**src/rtl/frequency_generator.sv**
```systemverilog
`default_nettype none
// ============================================================================
//  Module   : frequency_generator
//  Purpose  : Integer clock divider. Produces OutputCLK at
//             inputFrequency / (inputFrequency / frequency) Hz from InputCLK.
//             The divide ratio N = inputFrequency / frequency (truncated).
//             Each period is low for L = floor(N/2) cycles and high for
//             N - L cycles, so an odd N gives the extra cycle to the high phase.
//  Ports    : InputCLK  (in)  sole clock, rising-edge active
//             Reset     (in)  asynchronous, active-high reset
//             OutputCLK (out) divided clock, driven straight from a flop
//  Revision : 1.0  initial release
// ============================================================================
module frequency_generator #(
    parameter int unsigned inputFrequency = 50000000,
    parameter int unsigned frequency      = 50,
    parameter int unsigned bitsNumber     = 21
) (
    input  logic InputCLK,
    input  logic Reset,
    output logic OutputCLK
);

    // Divide ratio and low-phase length, derived at elaboration time.
    localparam longint unsigned N = longint'(inputFrequency / frequency);
    localparam longint unsigned L = N / 2;

    // Counter capacity, computed wide so bitsNumber up to 63 is safe.
    localparam longint unsigned C_CAPACITY = 64'd1 << bitsNumber;

    // bitsNumber-wide constants used by the wrap and the phase compare.
    localparam logic [bitsNumber-1:0] C_LAST = bitsNumber'(N - 1);
    localparam logic [bitsNumber-1:0] C_LOW  = bitsNumber'(L);
    localparam logic [bitsNumber-1:0] C_ZERO = '0;
    localparam logic [bitsNumber-1:0] C_ONE  = bitsNumber'(1);

    // Elaboration guards: a ratio below 2 cannot form two phases, and the
    // counter must be able to hold N-1.
    if (N < 2) begin : g_bad_ratio
        $fatal(1, "frequency_generator: divide ratio N must be at least 2");
    end

    if (C_CAPACITY < N) begin : g_bad_width
        $fatal(1, "frequency_generator: bitsNumber too small to hold N-1");
    end

    logic [bitsNumber-1:0] counter_q;
    logic [bitsNumber-1:0] counter_d;
    logic                  out_q;
    logic                  out_d;

    // Next counter value: wrap to zero after N-1.
    always_comb begin
        counter_d = counter_q + C_ONE;
        if (counter_q == C_LAST) begin
            counter_d = C_ZERO;
        end
    end

    // The output flop is loaded from the next counter value so that it
    // reflects the phase of the count it is registered alongside. This keeps
    // OutputCLK free of decode glitches, as it feeds downstream clock pins.
    always_comb begin
        out_d = (counter_d >= C_LOW);
    end

    always_ff @(posedge InputCLK or posedge Reset) begin
        if (Reset) begin
            counter_q <= C_ZERO;
            out_q     <= 1'b0;
        end else begin
            counter_q <= counter_d;
            out_q     <= out_d;
        end
    end

    assign OutputCLK = out_q;

endmodule
`default_nettype wire

```
**config.mk**
```make
export PLATFORM = sky130hd
export DESIGN_NAME = frequency_generator
export DESIGN_NICKNAME = d
export VERILOG_FILES = /design/src/rtl/frequency_generator.sv
export SDC_FILE = /design/constraint.sdc
export NUM_CORES = 1
export LEC_CHECK = 0
export ABC_AREA = 1
export CAP_MARGIN = 20
export CORE_UTILIZATION = 40
export CTS_CLUSTER_SIZE = 20
export DETAILED_ROUTE_END_ITERATION = 16
export PLACE_DENSITY = 0.62
export SLEW_MARGIN = 20
export SYNTH_ARGS = -nofsm -noshare
export SYNTH_HDL_FRONTEND = slang
export SYNTH_SLANG_ARGS = --single-unit
```
**constraint.sdc**
```tcl
create_clock -name InputCLK -period 3 [get_ports InputCLK]
set_input_delay 0.6 -clock InputCLK [delete_from_list [all_inputs] [get_ports InputCLK]]
set_output_delay 0.6 -clock InputCLK [all_outputs]
set_load 0.02 [all_outputs]
```
# == Yosys cells after proc, flatten, opt, wreduce, memory -nomap -nowiden ==
# Cells that the tools add are included.
# op_classes
add_sub_neg,1
magnitude_cmp,1
n_eq_ne,1
mux,1
# ops
op,count
$add 21x1->21 const B,1
$eq 21x20->1 const B,1
$ge 21x19->1 const B,1
$mux 21,1
# totals
ff_bits,22
wordCells,6

# == Longest topological paths before layout ==
# Gate-level depths: netlist (run 1).
# depth
word_depth,3
depth_mapped,12
mapped_depth_nobuf,12

# == Least setup slack after synthesis (run 1) ==
# OpenSTA, ideal clock, no wires.
# synth_timing
path_type,reg-to-reg
start,reg counter_q[0]
end,reg out_q (netlist: OutputCLK)
arrival_time_ns,1.361
slack_ns,1.520
stages_incl_launch_ff,12
path_buffers,0
period_less_slack_ns,1.480
cell_sequence,dfrtp_1 > ha_1 > nand3_1 > nor2_1 > nand3_2 > clkinv_2 > nor2_2 > nor2_1 > nand2_1 > nor2_2 > nand2_1 > nand2_1
# synth_between
elab_chain_len,3
elab_cells_between_ends,4
# synth_lines
item,line_no,source
from (decl),47,logic [bitsNumber-1:0] counter_q;
from (signal assigned),72,counter_q <= counter_d;
$add 21x1->21 / $eq 21x20->1 (equally long branches),"54, 55",
$mux 21 *,55,if (counter_q == C_LAST) begin
net counter_d[14],48,logic [bitsNumber-1:0] counter_d;
$ge 21x19->1 *,64,out_d = (counter_d >= C_LOW);
net out_d,50,logic out_d;
to (signal assigned),73,out_q <= out_d;
to (decl),49,logic out_q;
# Mark *: on every way through the listed nets, which the timed path passes. The rest lies on a longest branch.

# == Worst setup path after layout (run 1) ==
# layout_timing
start,reg out_q (netlist: OutputCLK)
end,out OutputCLK
# layout_rtl
item,line_no,source
to (decl),21,output logic OutputCLK
# No word-level cell between the ends.

==> results of run 1 <==
==> cell usage after synthesis <==
| master | instances | area share, % |
|---|---|---|
| sky130_fd_sc_hd__nand2_1 | 60 | 15 |
| sky130_fd_sc_hd__inv_1 | 39 | 9.9 |
| sky130_fd_sc_hd__nor2_1 | 37 | 9.4 |
| sky130_fd_sc_hd__dfrtp_1 | 22 | 37 |
| sky130_fd_sc_hd__nand3_1 | 14 | 4.7 |
| sky130_fd_sc_hd__nor2_2 | 8 | 3.4 |
| sky130_fd_sc_hd__xor2_1 | 8 | 4.7 |
| sky130_fd_sc_hd__nand2_2 | 7 | 3.0 |
| sky130_fd_sc_hd__ha_1 | 2 | 1.7 |
| sky130_fd_sc_hd__nand3_2 | 2 | 1.4 |
| sky130_fd_sc_hd__nand4_1 | 2 | 0.84 |
| sky130_fd_sc_hd__nor2_4 | 2 | 1.5 |
| sky130_fd_sc_hd__nor3_1 | 2 | 0.68 |
| sky130_fd_sc_hd__o21bai_1 | 2 | 1.0 |
| sky130_fd_sc_hd__a21oi_2 | 1 | 0.59 |
| sky130_fd_sc_hd__buf_4 | 1 | 0.51 |
| sky130_fd_sc_hd__clkinv_2 | 1 | 0.34 |
| sky130_fd_sc_hd__nand3_4 | 1 | 1.2 |
| sky130_fd_sc_hd__nand3b_1 | 1 | 0.51 |
| sky130_fd_sc_hd__o21ai_0 | 1 | 0.34 |
| sky130_fd_sc_hd__o21ai_1 | 1 | 0.34 |
| sky130_fd_sc_hd__o21ai_2 | 1 | 0.59 |
| sky130_fd_sc_hd__o21bai_2 | 1 | 0.76 |
| sky130_fd_sc_hd__or2_2 | 1 | 0.42 |
==> power groups by stage <==
stage	logic, mW	registers, mW	clock network, mW
CTS	0.00740	0.296	0.221
global route	0.00829	0.296	0.233
global placement	0.00749	0.302	0
detailed placement	0.00740	0.302	0
finish	0.00668	0.296	0.213
floorplan	0.00443	0.302	0
==> stage by stage <==
stage / worst slack (ns) / instances
2_1_floorplan: 1.52 / 217
3_3_place_gp: 1.31 / 264
3_5_place_dp: 1.32 / 264
4_1_cts: 1.19 / 268
5_1_grt: 1.12 / 268
6_report: 1.20 / 268
==> final cells by class <==
| class | count | area (um^2) |
|---|---|---|
| timing repair buffer | 2 | 20.0 |
| clock buffer | 4 | 55.1 |
| multi-input combinational | 154 | 773 |
| inverter | 40 | 151 |
| tap | 46 | 57.6 |
| sequential | 22 | 551 |
| fill | 369 | 1830 |
==> flip-flops by register name, summed over array words and instances, names as in the netlist <==
| name | count |
|---|---|
| counter_q | 21 |
| OutputCLK | 1 |
==> routing by layer <==
layer	global-route usage (%)	up-vias
met4	6.98	0
li1	-	657
met2	26.3	32
met1	23.7	527
met5	0	-
met3	2.19	5
==> layout by cell type (no fill, tap or decap), types with 2 or more instances in the layout <==
master	synthesis	final
sky130_fd_sc_hd__nand2_1	60	60
sky130_fd_sc_hd__inv_1	39	39
sky130_fd_sc_hd__nor2_1	37	37
sky130_fd_sc_hd__dfrtp_1	22	22
sky130_fd_sc_hd__nand3_1	14	14
sky130_fd_sc_hd__xor2_1	8	8
sky130_fd_sc_hd__nor2_2	8	8
sky130_fd_sc_hd__nand2_2	7	7
sky130_fd_sc_hd__clkbuf_8	0	4
sky130_fd_sc_hd__nor2_4	2	2
sky130_fd_sc_hd__nand4_1	2	2
sky130_fd_sc_hd__nand3_2	2	2
sky130_fd_sc_hd__o21bai_1	2	2
sky130_fd_sc_hd__nor3_1	2	2
sky130_fd_sc_hd__ha_1	2	2
sky130_fd_sc_hd__clkdlybuf4s50_1	0	2
==> kinds of logic after synthesis <==
family	after synthesis	share of synthesized area, %
adder cells (fa/ha/maj)	2	1.69
AND/OR/NAND/NOR	137	42.1
buffers and inverters	41	10.7
XOR/XNOR	8	4.73
flip-flops	22	37.1
AO/OA/AOI/OAI	7	3.63
==> path summary, 6_finish.rpt <==
path                                      end  slack [ns]  cells after the start
worst min-delay path            counter_q[20]        0.59                      2
min in group asynchronous       counter_q[13]        0.79                      2
worst min register to register  counter_q[20]        0.59                      2
worst max-delay path                OutputCLK        1.20                      1
worst max register to register      OutputCLK        1.31                     11
max in group asynchronous        counter_q[8]        1.71                      2
==> impl_summary.md, run 1 <==
STA
The worst path in the final design needs a cycle of ~1.8 ns, including I/O delays and setup. Setup violations remaining at the end of the flow were counted as 0. The count of endpoints failing hold in the final timing report is 0.

The top achievable clock speed is ~0.56 GHz. The count of pins over their slew limit is 0. For the pin with the worst max-slew slack, the measured transition is a little over 0.8 ns. The setup TNS is 0 ns. The final period utilization is 60.0%. The worst clock skew on the final layout is ~0.0052 ns. The tightest hold path in the finished design has a slack of approximately 0.59 ns.

Setup repair after global routing left no endpoint under its margin. The worst relative slew slack is 46.1%.

Global route
The total congestion overflow is 0. The number of antenna violations at the first check in global routing came to 0. The global-route wire length before repair is ~5100 um. The global-route usage over all layers is ~17%. The via count of the first global-routing pass is about 1,100. The maximum number of pins on one net before global-route repair is 23.

Synthesis
After technology mapping, the gate count stands at 217. The mapped cell area is 1480 um^2. The count of different cell masters after synthesis is 24. Sequential cells were found to cover between 30% and 40% of the synthesized design area.

The number of nets produced by synthesis is roughly 220. In this run the mean area of a mapped cell was a little under 7 um^2. During synthesis, Yosys emitted a total of 0 warnings. The flip-flop and latch count after synthesis is 22.

Setup path
The critical path's slowest cell is sky130_fd_sc_hd__clkdlybuf4s50_1. The critical path goes through clkdlybuf4s50_1. The worst register-to-register path begins at counter_q[2]. The most critical setup path has its startpoint at OutputCLK. The required time of the worst setup path is 2.40 ns. The worst setup path is captured at a primary output. At the worst endpoint, the arrival time is 1.20 ns.

Of all nets on the critical path, the largest fanout is 1. Together, buffers and inverters on the worst path number 1. The type of origin of the critical path is a flip-flop. The setup path with the least slack is of type flip-flop to primary output. The biggest cell delay along the critical path is 0.60 ns.

The top cell family by delay on the critical path is buffers and inverters.

Floorplanning
The number of placement rows is 21. The die covers a little under 4000 um^2. The floorplan step set the die height to 62.9 um. The x dimension of the die is 62.9 um. During I/O placement, the number of pins put on the boundary was 3. The placeable core area is approximately 3400 um^2. The effective utilization at floorplan is a little over two fifths.

Final layout
The final non-filler cell area is approximately 1600 um^2. Cells fill roughly 47% of the core in the end. Cells with a size suffix above 1 make up a little over an eighth of the layout. The final net count is between 200 and 250. The growth of design area from synthesis to finish is 8.44%. The number of antenna diodes in the final layout is 0.

Clock network
TritonCTS created 3 clock buffers. The CTS tree is yes. The clock transition at the registers of the reported paths is approximately 0.080 ns. CTS saw 22 sinks.

The buffer count from post-CTS setup fixing is 0. The buffer levels on the longest clock path is 2. The library cell used as clock root buffer is sky130_fd_sc_hd__clkbuf_8. The number of hold buffers added after cts is 0. After clock tree synthesis, the repair step resized 0 gates. The maximum level of the CTS H-tree is 1.

For the worst-skew pair, the clock arrives at the later sink with an insertion delay of 0.26 ns.

Pwr
In this run the power spent charging and discharging nets is 0.101 mW. The leakage power summed over all cells is ~0.85 nW. The total power after layout is between 0.5 and 0.6 mW. The peak ir drop on the vdd network is between 200 and 250 uV. Of the total power, registers draw a little under three fifths. The cell-internal power is 0.414 mW. Combinational cells account for about 1.3% of the total power. Net switching is between 15 and 20% of the power. The power density relative to cell area is roughly 320 nW/um^2. In this run, the clock network consumes around 40% of the power.

Detailed routing
For this run, design rule violations remaining after detail routing come to 0. The routed wire length on met3 is between 100 and 150 um. The routed via count is 1,221. The detailed router put a total of 1510 um of wire on met1. The count of TritonRoute iterations in the first routing pass is 4. In the final routed layout, each cell accounts on average for between 10 and 15 um.

Summed over all nets, wire length on met2 after detailed routing comes to 1300 um. The total routed wirelength is between 2000 and 3000 um. In this run the remaining antenna-violating nets after routing total 0. The first routing iteration left 53 violations.

The ratio of routed vias to standard cells is 4.56. The topmost layer with routed signal wires is met4.

Placed design
The post-detailed-placement half-perimeter wirelength is around 2500 um. The placed instances occupy a cell area of 1550 um^2. The count of input and output buffers is 2. At the end of routability-driven placement, the weighted congestion stood at 0.874.

Status
The run finished with clean final reports.

Flow run
The tool flagged a number of max-cap violations equal to 0.

Hold path
In this run the most critical hold path is launched from counter_q[20]. The min-delay analysis places its worst path in the category flip-flop to flip-flop.
Note: power is estimated with default switching activity, not from simulation.
==> run 2, diff against run 1 <==
--- a/config.mk
+++ b/config.mk
@@ -10,7 +10,7 @@
 export CORE_UTILIZATION = 40
 export CTS_CLUSTER_SIZE = 20
 export DETAILED_ROUTE_END_ITERATION = 16
-export PLACE_DENSITY = 0.62
+export PLACE_DENSITY = 0.64
 export SLEW_MARGIN = 20
 export SYNTH_ARGS = -nofsm -noshare
 export SYNTH_HDL_FRONTEND = slang
==> constraint.sdc (replaced) <==
create_clock -name InputCLK -period 1.61 [get_ports InputCLK]
set_input_delay 0.322 -clock InputCLK [delete_from_list [all_inputs] [get_ports InputCLK]]
set_output_delay 0.322 -clock InputCLK [all_outputs]
set_load 0.02 [all_outputs]
==> run 2 against run 1 <==
  * The run now ends with setup timing left
  * Flip-flop and latch count did not move
  * Non-clock buffer count grew 10
  * Global-route usage grew 2.7 points
  * Sequential share of layout area fell by 2.9 points
  * Combinational power up 120%
  * Via count rose by 6.4%
  * Design area is 11% higher
  * Power up 110%
  * Critical path type is now flip-flop to flip-flop
  * Critical endpoint is now OutputCLK
  * Largest cell class unchanged
==> impl_summary.md, run 2 (synthesis results as in run 1) <==
Setup path
The type of destination of the critical path is a flip-flop (was primary output). The critical setup path kind is flip-flop to flip-flop (was flip-flop to primary output). The capturing point of the worst reg2reg path is OutputCLK (unchanged). The biggest cell delay along the critical path is 0.39 ns (was 0.60 ns). The type of origin of the critical path is a flip-flop (unchanged). The top cell family by delay on the critical path is simple AND/OR/NAND/NOR gates (was buffers and inverters). The depth of the most critical reg-to-reg path was 12 (was 11). The worst-case register-to-register setup slack came to -0.01 ns (was 1.31 ns). The worst flop-to-flop path startpoint is counter_q[0] (was counter_q[2]). Chain of cells forming the critical path: ha_2 > nand2_1 > nor2_1 > nand2_2 > nor2_4 > nand3_1 > nand2_1 > nor2_2 > nand2_2 > nor2_1 > nor2_1 > nand2_1 (was clkdlybuf4s50_1). The peak fanout along the critical path was 3 (was 1). The total buffers and inverters traversed by the critical path is 0 (was 1).

The required time of the worst setup path is 1.77 ns (was 2.40 ns). The data arrival time at the worst-slack endpoint is 1.79 ns (was 1.20 ns). The critical path's slowest cell is sky130_fd_sc_hd__dfrtp_1 (was sky130_fd_sc_hd__clkdlybuf4s50_1). The launch point of the critical path was counter_q[0] (was OutputCLK).

The end point of the critical path was OutputCLK (unchanged). The total stage count of the critical path is 12 (was 1).

STA
The slew at the pin with the worst max-slew slack is 0.290 ns (was 0.807 ns). The setup slack after layout came to -0.0135 ns (was 1.20 ns). RSZ-0062 raised after global routing: true (was false).

The time the worst path needs with I/O delays and setup is around 1.6 ns. The count of endpoints failing hold in the final timing report is 0 (unchanged). The worst relative slew slack was 80.6% (was 46.1%). For this run, the top clock speed supported by timing is between 0.6 and 0.7 GHz. The count of pins over their slew limit is 0 (unchanged). The worst clock skew on the final layout is 0.00244 ns (was 0.00521 ns). The final hold slack is 0.384 ns (was 0.592 ns). The total of endpoints with negative setup slack in the final report was 1 (was 0).

The worst path uses 101% of the clock period.

Floorplanning
The effective utilization at floorplan was 43.1% (unchanged). The die height is 62.9 um (unchanged). The placeable core area is 3440 um^2 (unchanged). The x dimension of the die was 62.9 um (unchanged). The number of placement rows came to 21 (unchanged). The total die area is 3950 um^2 (unchanged). The top-level I/O count was 3 (unchanged).

Global route
The number of antenna violations at the first check in global routing is 0 (unchanged). The global-route wire length before repair is 6050 um (was 5110 um). The via count of the first global-routing pass is 1,315 (was 1,138). The global-route usage over all layers is 19.7% (was 17.0%). The total congestion overflow is 0 (unchanged). The maximum number of pins on one net before global-route repair is 23 (unchanged).

Final layout
The fill cell total of the finished layout came to 353 (was 369). Most used cells in the layout excluding fill and tap cells: sky130_fd_sc_hd__nand2_1, sky130_fd_sc_hd__inv_1, sky130_fd_sc_hd__nor2_1 (unchanged). The growth of design area from synthesis to finish is 20.1% (was 8.44%). The final net count is 237 (was 227). The antenna diode count is 0 (unchanged). The largest register by flop count is counter_q (unchanged). The number of flip-flops in the largest register is 21 (unchanged). The commonest non-fill, non-tap cell in the layout is sky130_fd_sc_hd__nand2_1 (unchanged). The proportion of layout cells with a drive suffix above 1 is 25.0% (was 13.1%).

The utilization after layout is 51.7% (was 46.7%). The non-filler instance count after layout is 278 (was 268).

Clock network
The buffer levels on the longest clock path is 2 (unchanged). The number of buffers created by CTS is 3 (unchanged). The clock transition at the registers of the reported paths came to 0.09 ns (was 0.08 ns). The CTS tree is yes (unchanged). The number of sinks handled by clock tree synthesis is 22 (unchanged). The number of hold buffers added after cts is 0 (unchanged).

The library cell used as clock root buffer was sky130_fd_sc_hd__clkbuf_8 (unchanged). The maximum level of the CTS H-tree came to 1 (unchanged). The clock network latency to the later pin of the worst-skew pair is 0.27 ns (was 0.26 ns).

Status
The final reports fail on setup timing. Run status: complete, but fails checks (was complete, no violations).

Placed design
The post-detailed-placement half-perimeter wirelength came to 2590 um (was 2470 um). The count of input and output buffers came to 2 (unchanged). The weighted congestion at the end of routability-driven global placement is 0.906 (was 0.874). The number of instances in the placed design is 270 (was 264).

Pwr
The leakage power summed over all cells was 0.916 nW (was 0.847 nW). The power density relative to cell area is 615 nW/um^2 (was 321 nW/um^2). The peak ir drop on the vdd network is 316 uV (was 213 uV). The total power after layout is 1.09 mW (was 0.516 mW).

Detailed routing
The remaining antenna violation count came to 0 (unchanged). The ratio of routed vias to standard cells is 4.67 (was 4.56). The number of remaining DRC errors is 0 (unchanged).

The total routed wirelength is 3360 um (was 2990 um). The wire length per cell is 12.1 um (was 11.1 um). The initial DRC count came to 60 (was 53). The routed via count is 1,299 (was 1,221). The count of TritonRoute iterations in the first routing pass came to 4 (unchanged).

Hold path
The path category of the worst min-delay check is input pin to asynchronous set/reset pin (was flip-flop to flip-flop).

Flow run
The count of maximum capacitance violations is 0 (unchanged).
[run 2: cell types whose count changed in the layout (fill, tap and decap cells not counted), sizes merged]
cell and delta:
buf +10, bufinv +1, clkbuf -1
[run 2: stage by stage]
stage	worst slack (ns)	TNS [ns]	instance area, um^2
after floorplan	0.130	0	1480
after global placement	0.00197	0	1600
after detailed placement	-0.0309	-0.0309	1600
after CTS	0.00640	0	1700
after global routing	-0.181	-0.181	1780
final	-0.0135	-0.0135	1780
[run 2: worst min path at each step]
stage / startpoint / to / slack (ns)
finish: Reset / counter_q[0] / 0.38
CTS: Reset / counter_q[14] / 0.39
global route: Reset / counter_q[11] / 0.43
global placement: counter_q[2] / counter_q[2] / 0.58
floorplan: Reset / OutputCLK / 0.31
detailed placement: counter_q[4] / counter_q[4] / 0.59
[run 2: what timing repair did]
action,4_1_cts,5_1_grt
pin swaps,2,6
setup buffers,2,2
gates resized for setup,6,18
endpoints found under the setup margin,1,2
[run 2: worst reg2reg max path, stage by stage, from the launching register on]
cell                      delay [ns]
sky130_fd_sc_hd__dfrtp_1        0.39
sky130_fd_sc_hd__ha_2           0.22
sky130_fd_sc_hd__nand2_1        0.07
sky130_fd_sc_hd__nor2_1         0.12
sky130_fd_sc_hd__nand2_2        0.12
sky130_fd_sc_hd__nor2_4         0.11
sky130_fd_sc_hd__nand3_1        0.07
sky130_fd_sc_hd__nand2_1        0.08
sky130_fd_sc_hd__nor2_2         0.05
sky130_fd_sc_hd__nand2_2        0.09
sky130_fd_sc_hd__nor2_1         0.04
sky130_fd_sc_hd__nor2_1         0.09
sky130_fd_sc_hd__nand2_1        0.07
[run 2: cell type report]
| cell class | instances | area, um^2 | share of cell area (%) |
|---|---|---|---|
| Clock buffer | 3 | 41.3 | 2.32 |
| Clock inverter | 1 | 30.0 | 1.69 |
| Inverter | 40 | 151 | 8.50 |
| Multi-Input combinational cell | 154 | 843 | 47.4 |
| Sequential cell | 22 | 558 | 31.3 |
| Tap cell | 46 | 57.6 | 3.23 |
| Timing Repair Buffer | 12 | 98.8 | 5.55 |
[run 2: per-layer routing]
metal	share of wire [%]	global-route usage [%]	wire length, um	vias up
met5	0	0	0	-
met4	0.98	5.23	33	0
met3	3.5	2.19	119	4
met2	45	30.4	1500	21
met1	51	29.0	1700	596
li1	-	-	-	678
[run 2: power breakdown]
| part | internal (mW) | total, mW | switching [mW] |
|---|---|---|---|
| registers | 0.552 | 0.552 | 0 |
| clock network | 0.332 | 0.528 | 0.196 |
| logic | 0.00389 | 0.0150 | 0.0111 |
